File: config.mk
export PLATFORM = sky130hd
export DESIGN_NAME = mul2x2_sched
export DESIGN_NICKNAME = d
export VERILOG_FILES = /design/src/rtl/mul2x2_sched.sv
export SDC_FILE = /design/constraint.sdc
export NUM_CORES = 1
export LEC_CHECK = 0
export BUFFER_PORTS_ARGS = -buffer_cell sky130_fd_sc_hd__buf_2
export CORE_ASPECT_RATIO = 1.5
export CORE_MARGIN = 4
export CORE_UTILIZATION = 38
export DETAILED_ROUTE_END_ITERATION = 6
export HOLD_SLACK_MARGIN = 0.12
export SYNTH_ARGS = -nofsm -noshare
export SYNTH_HDL_FRONTEND = slang
export SYNTH_SLANG_ARGS = --single-unit
File: constraint.sdc
create_clock -name clk -period 4.8 [get_ports clk]
set_clock_uncertainty 0.1 [all_clocks]
set_input_delay 0.96 -clock clk [delete_from_list [all_inputs] [get_ports clk]]
set_output_delay 0.96 -clock clk [all_outputs]
set_load 0.02 [all_outputs]
File: src/rtl/mul2x2_sched.sv
// Computes a WIDTH x WIDTH unsigned product by time-sharing one external 2x2-bit
// multiplier, issuing one 2-bit digit pair per cycle and accumulating shifted partials.
module mul2x2_sched #(
  parameter int unsigned WIDTH = 4
) (
  input  logic                 clk,
  input  logic                 rst_n,
  input  logic                 start,
  input  logic [WIDTH-1:0]     op_a,
  input  logic [WIDTH-1:0]     op_b,
  output logic                 busy,
  output logic                 done,
  output logic [2*WIDTH-1:0]   product,
  output logic [1:0]           mul_a_n,
  output logic [1:0]           mul_b_n,
  input  logic [3:0]           mul_p
);

  localparam int unsigned D  = WIDTH / 2;
  localparam int unsigned IW = (D > 1) ? $clog2(D) : 1;
  localparam int unsigned PW = 2 * WIDTH;
  localparam int unsigned SW = IW + 2;

  typedef enum logic {IDLE, RUN} state_t;

  state_t         state_q, state_d;
  logic [WIDTH-1:0] a_q, a_d, b_q, b_d;
  logic [IW-1:0]  i_q, i_d, j_q, j_d;
  logic [PW-1:0]  acc_q, acc_d;
  logic           busy_d, done_d;
  logic [PW-1:0]  product_d;
  logic [1:0]     mul_a_d, mul_b_d;
  logic [WIDTH-1:0] a_sh, b_sh;

  logic           last_c;
  logic [SW-1:0]  shamt_c;
  logic [PW-1:0]  term_c;

  // Partial product weighted by 4^(i+j)
  assign last_c  = (i_q == IW'(D - 1)) && (j_q == IW'(D - 1));
  assign shamt_c = ({2'b00, i_q} + {2'b00, j_q}) << 1;
  assign term_c  = PW'(mul_p) << shamt_c;

  always_ff @(posedge clk or negedge rst_n) begin
    if (!rst_n) begin
      state_q <= IDLE;
      a_q     <= '0;
      b_q     <= '0;
      i_q     <= '0;
      j_q     <= '0;
      acc_q   <= '0;
      busy    <= 1'b0;
      done    <= 1'b0;
      product <= '0;
      mul_a_n <= 2'b11;
      mul_b_n <= 2'b11;
    end else begin
      state_q <= state_d;
      a_q     <= a_d;
      b_q     <= b_d;
      i_q     <= i_d;
      j_q     <= j_d;
      acc_q   <= acc_d;
      busy    <= busy_d;
      done    <= done_d;
      product <= product_d;
      mul_a_n <= mul_a_d;
      mul_b_n <= mul_b_d;
    end
  end

  // Next-state, datapath and registered digit buses (digits for the upcoming cycle)
  always_comb begin
    state_d   = state_q;
    a_d       = a_q;
    b_d       = b_q;
    i_d       = i_q;
    j_d       = j_q;
    acc_d     = acc_q;
    busy_d    = busy;
    done_d    = 1'b0;
    product_d = product;
    mul_a_d   = mul_a_n;
    mul_b_d   = mul_b_n;
    a_sh      = '0;
    b_sh      = '0;

    case (state_q)
      IDLE: begin
        if (start) begin
          a_d     = op_a;
          b_d     = op_b;
          acc_d   = '0;
          i_d     = '0;
          j_d     = '0;
          busy_d  = 1'b1;
          state_d = RUN;
          mul_a_d = ~op_a[1:0];
          mul_b_d = ~op_b[1:0];
        end
      end
      RUN: begin
        acc_d = acc_q + term_c;
        if (last_c) begin
          product_d = acc_q + term_c;
          done_d    = 1'b1;
          busy_d    = 1'b0;
          state_d   = IDLE;
          mul_a_d   = 2'b11;
          mul_b_d   = 2'b11;
        end else begin
          if (j_q == IW'(D - 1)) begin
            j_d = '0;
            i_d = i_q + IW'(1);
          end else begin
            j_d = j_q + IW'(1);
          end
          a_sh    = a_q >> {i_d, 1'b0};
          b_sh    = b_q >> {j_d, 1'b0};
          mul_a_d = ~a_sh[1:0];
          mul_b_d = ~b_sh[1:0];
        end
      end
      default: state_d = IDLE;
    endcase
  end

endmodule

==> impl_metrics.env <==
export IMPL_crit_family="adder cells"
export IMPL_grt_max_degree=34
export IMPL_drt_pass1_iter_count=4
export IMPL_die_x_um=63.9
export IMPL_seqCellArea_um2=831
export IMPL_avgViaCountPerCell=4.99
export IMPL_dieArea_mm2=0.00587
export IMPL_clkLatencyLatePin_ns=0.28
export IMPL_post_cts_setup_buffers=0
export IMPL_multi_input_area_um2=896
export IMPL_syn_avg_cell_area_um2=11.1
export IMPL_wl_um=3670
export IMPL_grt_first_pass_wirelength_um=6240
export IMPL_path_max_fanout=15
export IMPL_area_delta_synth_final_pct=16.0
export IMPL_whs_ns=0.381
export IMPL_cap_viol_max_count=0
export IMPL_track_usage_pct=13.6
export IMPL_die_y_um=91.9
export IMPL_nFillCells=442
export IMPL_wl_per_cell_um=14.4
export IMPL_critical_path_class="reg -> reg"
export IMPL_io_pins=29
export IMPL_ctsResizeCount=0
export IMPL_cpMostUsedCell="ha_1"
export IMPL_worstSetupEndpointType="register"
export IMPL_path_cells="ha_1, nor3b_1, ha_1, fa_1, a21o_2, a21o_1, a21oi_1, mux2_2, nand3_1"
export IMPL_critPathArrivalTime_ns=3.17
export IMPL_stdcell_count=255
export IMPL_synthDistinctLibCells=34
export IMPL_synth_edff_count=0
export IMPL_fin_tns_setup_ns=0
export IMPL_drive_gt1_share_pct=28.3
export IMPL_tightest_slew_ns=0.713
export IMPL_cts_hold_buf=0
export IMPL_route_detailed_drc=0
export IMPL_synth_seq_area_share_pct=46.6
export IMPL_routabilityCongestion=0.890
export IMPL_final_nets=215
export IMPL_async_reset_ff_share_pct=100
export IMPL_reg2reg_from="j_q"
export IMPL_numCtsBuffers=5
export IMPL_fin_crit_ns=3.05
export IMPL_gr_total_overflow=0
export IMPL_grt_pass1_vias=1348
export IMPL_startpoint="j_q"
export IMPL_p_leak_nw=1.02
export IMPL_max_freq_ghz=0.328
export IMPL_clockBufferDepth=2
export IMPL_synthCells=161
export IMPL_setup_violations=0
export IMPL_initial_core_util_pct=39.2
export IMPL_hp_start="a_q[0]"
export IMPL_final_common_cell="dfrtp_1"
export IMPL_cp_slowest_cell="ha_1"
export IMPL_cts_tree="done"
export IMPL_io_buffers=28
export IMPL_place_inst=247
export IMPL_final_cell_mix="dfrtp_1 (29), buf_2 (28), o21ai_0 (14)"
export IMPL_outcome="completed"
export IMPL_timing_final_crit_share_pct=63.6
export IMPL_max_stage_delay_ns=0.56
export IMPL_slew_viol_final=0
export IMPL_clk_pin_slew_ns=0.06
export IMPL_clockRootBuffer="clkbuf_8"
export IMPL_vias=1272
export IMPL_start_kind="register"
export IMPL_syn_num_nets=186
export IMPL_rsz0062_at_grt="no"
export IMPL_p_total_mw=1.64
export IMPL_htreeDepth=2
export IMPL_yosysWarnings=0
export IMPL_drt_antenna_violating_nets=0
export IMPL_cts_sink_count=33
export IMPL_coreArea_mm2=0.00454
export IMPL_max_slew_margin_pct=52.5
export IMPL_synthFlopType="dfrtp_1"
export IMPL_power_density_mw_per_mm2=794
export IMPL_num_rows=30
export IMPL_hp_class="reg -> reg"
export IMPL_antenna_found_initial=0
export IMPL_netlist_area_mm2=0.00178
export IMPL_drt_iter0_drc=29
export IMPL_post_dp_hpwl_um=2780
export IMPL_cp_required_ns=4.91
export IMPL_ir_drop_v=0.000295
export IMPL_num_antenna_cells=0
export IMPL_final_hold_viol_count=0
export IMPL_ys_ff_latch=33
export IMPL_cp_num_buf_inv=0
[cell type report]
cell class	instances	area share [%]
inverters	8	1.45
flip-flops and latches	33	40.2
repair buffers	28	6.78
clock buffers	8	4.36
multi-input cells	114	43.3
well taps	64	3.87
[worst reg2reg max path: cells and delay by family, from the launching register on]
family	cells	cell delay (ns)
AO/OA/AOI/OAI	3	0.62
flip-flops	1	0.48
multiplexers	1	0.36
adder cells (fa/ha/maj)	3	1.24
AND/OR/NAND/NOR	2	0.19
[power by group]
part | switching [mW] | internal, mW
Combinational | 0.488 | 0.409
Clock | 0.0948 | 0.117
Sequential | 0.103 | 0.431
Total | 0.685 | 0.956
[cells in the mapped netlist (all sizes together) (4+ instances only)]
library cell | n | area share [%]
mux2i | 12 | 6.7
nor2b | 6 | 2.1
nand2 | 13 | 2.7
mux2 | 12 | 7.8
nor2 | 6 | 1.3
dfrtp | 29 | 41
a22o | 8 | 3.9
o21ai | 16 | 4.5
dfstp | 4 | 5.9
clkbuf | 4 | 0.84
inv | 8 | 1.7
ha | 9 | 6.3
nor3b | 4 | 1.7
a21oi | 6 | 1.9
[cell families after synthesis]
| family | Yosys count | share of synthesized area, % |
|---|---|---|
| buffers and inverters | 14 | 3.09 |
| multiplexers | 24 | 14.5 |
| AO/OA/AOI/OAI | 40 | 15.2 |
| XOR/XNOR | 6 | 3.72 |
| AND/OR/NAND/NOR | 34 | 9.41 |
| flip-flops | 33 | 46.6 |
| adder cells (fa/ha/maj) | 10 | 7.44 |
[final timing paths]
kind,endpoint,slack (ns),depth (start not counted)
max,acc_q[6],1.75,9
min,a_q[0],0.38,2
max reg2reg,acc_q[6],1.75,9
min reg2reg,a_q[0],0.38,2
max in group asynchronous,state_q,3.51,1
min in group asynchronous,product[6],0.63,1
[stage by stage]
stage	setup WS (ns)	area, um^2	utilization, %
6_report	1.75	2070	45.5
2_1_floorplan	1.93	1780	-
4_1_cts	1.73	2070	45.5
3_5_place_dp	1.68	1980	43.5
3_3_place_gp	1.75	1980	43.5
5_1_grt	1.57	2070	45.5
[routing by layer]
metal	GRT usage, %	wire length (um)	share of wire (%)	vias up
li1	-	-	-	632
met4	5.41	60	1.6	0
met2	24.7	1900	52	32
met5	0	0	0	-
met1	14.9	1550	42	601
met3	3.19	158	4.3	7
[state kept, by name, summed over array words and instances, names as in the netlist]
| register | count |
|---|---|
| a_q | 4 |
| acc_q | 8 |
| b_q | 4 |
| busy | 1 |
| done | 1 |
| i_q | 1 |
| j_q | 1 |
| mul_a_n | 2 |
| mul_b_n | 2 |
| product | 8 |
| state_q | 1 |
(Power assumes the default switching activity.)
